`src/rtl/bram_result_reader_pkg.sv`:
```
// Shared definitions for the BRAM result reader.
//   state_t        : reader FSM encoding (IDLE / RUN / DONE)
//   WORDS_PER_ROW  : result words packed into one BRAM1 row
//   WORD_IDX_W     : width of the word index within a row
package bram_result_reader_pkg;

  typedef enum logic [1:0] {
    IDLE = 2'b00,
    RUN  = 2'b01,
    DONE = 2'b10
  } state_t;

  localparam int WORDS_PER_ROW = 4;
  localparam int WORD_IDX_W    = 2;

endpackage

```
`src/rtl/bram_result_reader_unpacker.sv`:
```
// bram_row_unpacker: holds one BRAM1 row and streams it out as
// WORDS_PER_ROW words, most significant word first, over valid/ready.
// Ports:
//   clk, reset        clock, asynchronous active-high reset
//   load              capture load_data into the row buffer this cycle
//   load_data         BRAM1 row
//   load_last         the row being loaded is the final row of the run
//   m_ready_i         downstream accept
//   m_valid_o         buffered word available
//   m_data_o          current word
//   m_last_o          current word is the final word of the run
//   row_done_o        last word of the buffered row is accepted this cycle
module bram_row_unpacker
  import bram_result_reader_pkg::*;
#(
  parameter int DWIDTH     = 128,
  parameter int WORD_WIDTH = 32
) (
  input  logic                  clk,
  input  logic                  reset,
  input  logic                  load,
  input  logic [DWIDTH-1:0]     load_data,
  input  logic                  load_last,
  input  logic                  m_ready_i,
  output logic                  m_valid_o,
  output logic [WORD_WIDTH-1:0] m_data_o,
  output logic                  m_last_o,
  output logic                  row_done_o
);

  localparam logic [WORD_IDX_W-1:0] LAST_IDX = WORD_IDX_W'(WORDS_PER_ROW - 1);

  logic [DWIDTH-1:0]     row_buf;
  logic [WORD_IDX_W-1:0] word_idx;
  logic                  buf_valid;
  logic                  row_is_last;
  logic [WORD_WIDTH-1:0] words [WORDS_PER_ROW];
  logic                  accept;

  // Word 0 sits in the top bits of the row.
  for (genvar gi = 0; gi < WORDS_PER_ROW; gi++) begin : g_word
    assign words[gi] = row_buf[DWIDTH-1-gi*WORD_WIDTH -: WORD_WIDTH];
  end

  assign accept     = buf_valid && m_ready_i;
  assign m_valid_o  = buf_valid;
  assign m_data_o   = words[word_idx];
  assign m_last_o   = buf_valid && row_is_last && (word_idx == LAST_IDX);
  assign row_done_o = accept && (word_idx == LAST_IDX);

  // A load never coincides with the final accept of a row: the read that
  // feeds the next row is only issued on that accept, so the data arrives
  // one cycle later.
  always_ff @(posedge clk or posedge reset) begin
    if (reset) begin
      row_buf     <= '0;
      word_idx    <= '0;
      buf_valid   <= 1'b0;
      row_is_last <= 1'b0;
    end else if (load) begin
      row_buf     <= load_data;
      word_idx    <= '0;
      buf_valid   <= 1'b1;
      row_is_last <= load_last;
    end else if (accept) begin
      if (word_idx == LAST_IDX) begin
        word_idx  <= '0;
        buf_valid <= 1'b0;
      end else begin
        word_idx <= word_idx + WORD_IDX_W'(1);
      end
    end
  end

endmodule

```
`src/rtl/bram_result_reader.sv`:
```
// bram_result_reader: reads run_count rows from BRAM1 starting at address 0
// and streams each row as four 32-bit words over a valid/ready interface.
// Ports:
//   clk, reset              clock, asynchronous active-high reset
//   start_run_i             start pulse (honoured only in IDLE)
//   run_count_i             number of rows, captured with start_run_i
//   addr_b1_o/ce_b1_o/we_b1_o  BRAM1 read port control (we always 0)
//   q_b1_i                  BRAM1 data, valid the cycle after ce_b1_o
//   m_valid_o/m_ready_i/m_data_o/m_last_o  result word stream
//   idle_o/read_o/done_o    FSM state flags
module bram_result_reader
  import bram_result_reader_pkg::*;
#(
  parameter int CNT_BIT    = 31,
  parameter int DWIDTH     = 128,
  parameter int AWIDTH     = 8,
  parameter int WORD_WIDTH = 32
) (
  input  logic                  clk,
  input  logic                  reset,
  input  logic                  start_run_i,
  input  logic [CNT_BIT-1:0]    run_count_i,
  output logic [AWIDTH-1:0]     addr_b1_o,
  output logic                  ce_b1_o,
  output logic                  we_b1_o,
  input  logic [DWIDTH-1:0]     q_b1_i,
  output logic                  m_valid_o,
  input  logic                  m_ready_i,
  output logic [WORD_WIDTH-1:0] m_data_o,
  output logic                  m_last_o,
  output logic                  idle_o,
  output logic                  read_o,
  output logic                  done_o
);

  state_t               state, state_next;
  logic [CNT_BIT-1:0]   row_total;
  logic [CNT_BIT-1:0]   row_cnt;
  logic                 pending;
  logic                 pending_last;
  logic                 rows_left;
  logic                 issue_last;
  logic                 row_done;
  logic                 buf_valid;
  logic                 ce;

  assign rows_left  = row_cnt < row_total;
  assign issue_last = row_cnt == (row_total - CNT_BIT'(1));

  always_comb begin
    state_next = state;
    ce         = 1'b0;
    idle_o     = 1'b0;
    read_o     = 1'b0;
    done_o     = 1'b0;
    case (state)
      IDLE: begin
        idle_o = 1'b1;
        if (start_run_i) begin
          state_next = (run_count_i == '0) ? DONE : RUN;
        end
      end
      RUN: begin
        read_o = 1'b1;
        // Issue a read when nothing is buffered or in flight, or back-to-back
        // with the accept of the final word of the buffered row.
        ce = rows_left && ((!buf_valid && !pending) || row_done);
        if (m_valid_o && m_ready_i && m_last_o) begin
          state_next = DONE;
        end
      end
      DONE: begin
        done_o     = 1'b1;
        state_next = IDLE;
      end
      default: state_next = IDLE;
    endcase
  end

  always_ff @(posedge clk or posedge reset) begin
    if (reset) begin
      state        <= IDLE;
      row_total    <= '0;
      row_cnt      <= '0;
      pending      <= 1'b0;
      pending_last <= 1'b0;
    end else begin
      state        <= state_next;
      pending      <= ce;
      pending_last <= ce && issue_last;
      if (state == IDLE && start_run_i) begin
        row_total <= run_count_i;
        row_cnt   <= '0;
      end else if (ce) begin
        row_cnt <= row_cnt + CNT_BIT'(1);
      end
    end
  end

  assign addr_b1_o = row_cnt[AWIDTH-1:0];
  assign ce_b1_o   = ce;
  assign we_b1_o   = 1'b0;

  bram_row_unpacker #(
    .DWIDTH     (DWIDTH),
    .WORD_WIDTH (WORD_WIDTH)
  ) u_unpacker (
    .clk        (clk),
    .reset      (reset),
    .load       (pending),
    .load_data  (q_b1_i),
    .load_last  (pending_last),
    .m_ready_i  (m_ready_i),
    .m_valid_o  (buf_valid),
    .m_data_o   (m_data_o),
    .m_last_o   (m_last_o),
    .row_done_o (row_done)
  );

  assign m_valid_o = buf_valid;

endmodule

```
`config.mk`:
```
export PLATFORM = sky130hd
export DESIGN_NAME = bram_result_reader
export DESIGN_NICKNAME = d
export VERILOG_FILES = /design/src/rtl/bram_result_reader_pkg.sv /design/src/rtl/bram_result_reader_unpacker.sv /design/src/rtl/bram_result_reader.sv
export SDC_FILE = /design/constraint.sdc
export NUM_CORES = 1
export LEC_CHECK = 0
export BUFFER_PORTS_ARGS = -buffer_cell sky130_fd_sc_hd__buf_2
export CORE_MARGIN = 2
export CORE_UTILIZATION = 35
export CTS_BUF_LIST = sky130_fd_sc_hd__clkbuf_8
export CTS_CLUSTER_DIAMETER = 30
export DETAILED_ROUTE_END_ITERATION = 16
export GPL_ROUTABILITY_DRIVEN = 0
export SYNTH_ARGS = -nofsm -noshare
export SYNTH_HDL_FRONTEND = slang
export SYNTH_SLANG_ARGS = --single-unit
export TNS_END_PERCENT = 20
```
`constraint.sdc`:
```
create_clock -name clk -period 7.5 [get_ports clk]
set_input_delay 0.375 -clock clk [delete_from_list [all_inputs] [get_ports clk]]
set_output_delay 0.375 -clock clk [all_outputs]
set_load 0.01 [all_outputs]
```
==> flow_summary.ini <==
[outcome]
outcome = completed

[clock_tree]
cts_buffer_depth = 2
cts_resized = 0
cts-buffers-inserted = 17
h-tree-depth = 4
cts_tree = done
ctsHoldBuffers = 0
clock_latency_ns = 0.49
postCtsSetupBuffers = 0
clk_pin_slew_ns = 0.12
clockRootBuffer = clkbuf_8
cts.sinks = 198

[setup_path]
path_delay_family = compound AO/OA/AOI/OAI gates
cp_common_cell = inv_1
r2r-start = row_total[24]
cp_cell_sequence = inv_1, ha_1, a21o_1, a221o_1, a2111oi_4, o211ai_2, or2_1, inv_1, buf_2
worstSetupEndpoint = ce_b1_o
cp_max_fo = 9
reg2reg_depth = 9
cp_num_cells = 9
cp_slowest_cell = dfrtp_1
path_class = flop to output port
cp_slowest_stage_delay_ns = 0.46
end_kind = output port
cp.arrival_ns = 3.27
critPathLaunchType = flop
cp_num_buf_inv = 3
reg2reg_to = pending_last
rrSetupSlack_ns = 4.11
critPathLaunch = row_total[24]
critical_path_required_ns = 7.12

[power]
p_clk_share_pct = 16.8
power.density_nw_per_um2 = 356
p_comb_share_pct = 41.8
cell_internal_pwr_mw = 2.81
p_sw_mw = 1.63
vdd_drop_max_uv = 152
p_leak_nw = 5.47
p_seq_share_pct = 41.4
netSwitchingFraction_pct = 36.7
power_mw = 4.44

[logic_synthesis]
ys_types = 65
synth_area_leaders = dfrtp_1, mux2_2, mux4_2
syn_nets = 1144
syn_inst = 947
synth_enable_flop_cells = 0
synthArstFlopShare_pct = 100
synth.top_cell.area_share_pct = 46.3
ys_ff_latch = 198
ys_warn_count = 0
synth_ff_type = dfrtp_1
syn_area_per_cell_sq_um = 11.3
synth_top_area_cell = dfrtp_1
synthesis.area_sq_um = 10700
synth.yosys.seq_area_share_pct = 46.3

[placed_design]
hpwlAfterDp_microns = 20400
post-place-ws_ns = 4.16
place_area_sq_um = 12000
io_buffers = 208
dp.cells = 1493

[drt]
drt_first_pass_iters = 4
wl_per_cell_microns = 18.4
drt_iter0_markers = 456
num_vias = 8125
viasPerCell = 5.32
drt_wl_total_microns = 28100
route.detailed.drc = 0
ant_nets = 0

[grt]
track_usage_pct = 17.4
grt_pass1_vias = 7892
antenna_found_initial = 2
grt_max_degree = 125
grt_pass1_wl_microns = 42900
grt-ovfl-total = 0

[die]
fp.dieH_microns = 179
dieArea_sq_um = 32000
die_x_microns = 179
core-area_sq_um = 29900
start_util_pct = 35.8
rows = 63
ios = 210

[sta]
finalCritPeriodShare_pct = 48.6
hold_violations = 0
finalSetupTns_ns = 0
tightest_slew_ns = 1.01
max_freq_mhz = 275
finalSetupViolations = 0
max-slew-margin-rel_pct = 32.4
skew_ns = 0.0243
layout_setup_ws_ns = 3.86
fin_crit_ns = 3.64
drv_slew = 0
rsz0062_at_grt = no
hold_ws_ns = 0.0493

[final_layout]
area_growth_syn_to_layout_pct = 16.5
multi_input_area_sq_um = 5310
design_area_sq_um = 12500
seq_area_sq_um = 4960
nFillCells = 2884
layout-drive-gt1-share_pct = 37.5
fin_nets = 1319
layout.cells.non_filler = 1526
finalCoreUtilization_pct = 41.7

[hold_path]
min-delay-path-class = input pin to async pin

[flow_run]
max-cap-violations = 0
registers in the layout (all words and copies together), names as in the netlist:
register	count
u_unpacker.word_idx	2
u_unpacker.m_valid_o	1
u_unpacker.row_buf	128
pending_last	1
row_total	31
pending	1
u_unpacker.row_is_last	1
row_cnt	31
state	2
layer usage:
metal	part of all wire [%]	global-route usage, %
met3	7.4	4.47
met1	45	22.8
met5	0.046	0
met4	1.3	4.74
met2	47	28.6
worst min path at each step:
stage	from	to	slack, ns
CTS	run_count_i[27]	row_total[27]	0.06
global route	q_b1_i[115]	u_unpacker.row_buf[115]	0.06
floorplan	pending_last	u_unpacker.row_is_last	0.45
global placement	u_unpacker.row_buf[12]	u_unpacker.row_buf[12]	0.48
finish	reset	row_total[6]	0.05
detailed placement	u_unpacker.row_buf[58]	u_unpacker.row_buf[58]	0.49
final cells by class:
type                            count  area share, %
Antenna cell                        1         0.0201
Clock buffer                       18           1.99
Clock inverter                     14           1.45
Inverter                           41           1.30
Multi-Input combinational cell    647           42.6
Sequential cell                   198           39.8
Tap cell                          390           3.92
Timing Repair Buffer              217           8.90
cell families after synthesis:
family	after synthesis	synth area share, %
adders and majority gates	34	3.98
muxes	174	21.6
xor gates and xnor gates	32	2.62
buffers and inverters	102	3.99
DFF	198	46.3
AOI/OAI and AO/OA	142	8.60
and+or+nand+nor	264	12.9
other	1	0.0351
worst reg2reg max path, delay by kind of cell, from the launching register on:
kind | cells | cell delay (ns)
flip-flops | 1 | 0.46
AO/OA/AOI/OAI | 5 | 1.42
AND/OR/NAND/NOR | 2 | 0.93
buffers and inverters | 1 | 0.12
adder cells (fa/ha/maj) | 1 | 0.34
synthesized netlist by cell type (2+ instances only):
cell and count:
a2111oi_0 2, or4_1 4, nor3b_1 3, a211oi_1 3
nand3b_1 4, and3_1 10, nor3_1 19, xor2_1 6
ha_1 34, nor4_1 19, buf_4 9, o41ai_1 4
a21o_1 7, inv_1 40, a311oi_1 3, mux4_2 32
clkbuf_1 43, a41o_1 6, nand4_1 27, mux2i_1 12
mux2_2 130, a31oi_1 11, dfrtp_1 198, and2_1 6
buf_2 2, nor2_1 35, xnor2_1 26, nor2b_1 6
nand2b_1 10, a31o_2 2, buf_1 6, nand3_1 28
a21oi_1 34, nand2_1 76, or3_1 3, o2bb2ai_1 2
o211ai_1 4, and4_1 4, o21ai_0 48, o31ai_1 4
cell usage in the layout (no fill, tap or decap), types with 4 or more instances in the layout:
cell	instances
buf_2	208
dfrtp_1	196
mux2_2	130
nand2_1	76
o21ai_0	48
inv_1	39
nor2_1	35
a21oi_1	34
ha_1	34
mux4_2	32
nand3_1	28
nand4_1	27
xnor2_1	26
nor4_1	19
nor3_1	19
clkbuf_8	18
mux2i_1	12
a31oi_1	11
nand2b_1	10
and3_1	10
buf_4	9
a21o_1	7
nor2b_1	6
xor2_1	6
a41o_1	6
and2_1	5
nand3b_1	4
o211ai_1	4
and4_1	4
or4_1	4
o41ai_1	4
o31ai_1	4
inv_8	4
inv_6	4
clkinv_8	4
power groups by stage:
stage / Clock, mW / Combinational [mW] / Sequential [mW]
global placement: 0 / 1.84 / 1.85
finish: 0.746 / 1.85 / 1.84
floorplan: 0 / 1.47 / 1.70
global route: 0.815 / 2.04 / 1.91
CTS: 0.770 / 1.88 / 1.84
detailed placement: 0 / 1.87 / 1.86
No activity file was read; power rests on OpenSTA's default activity.
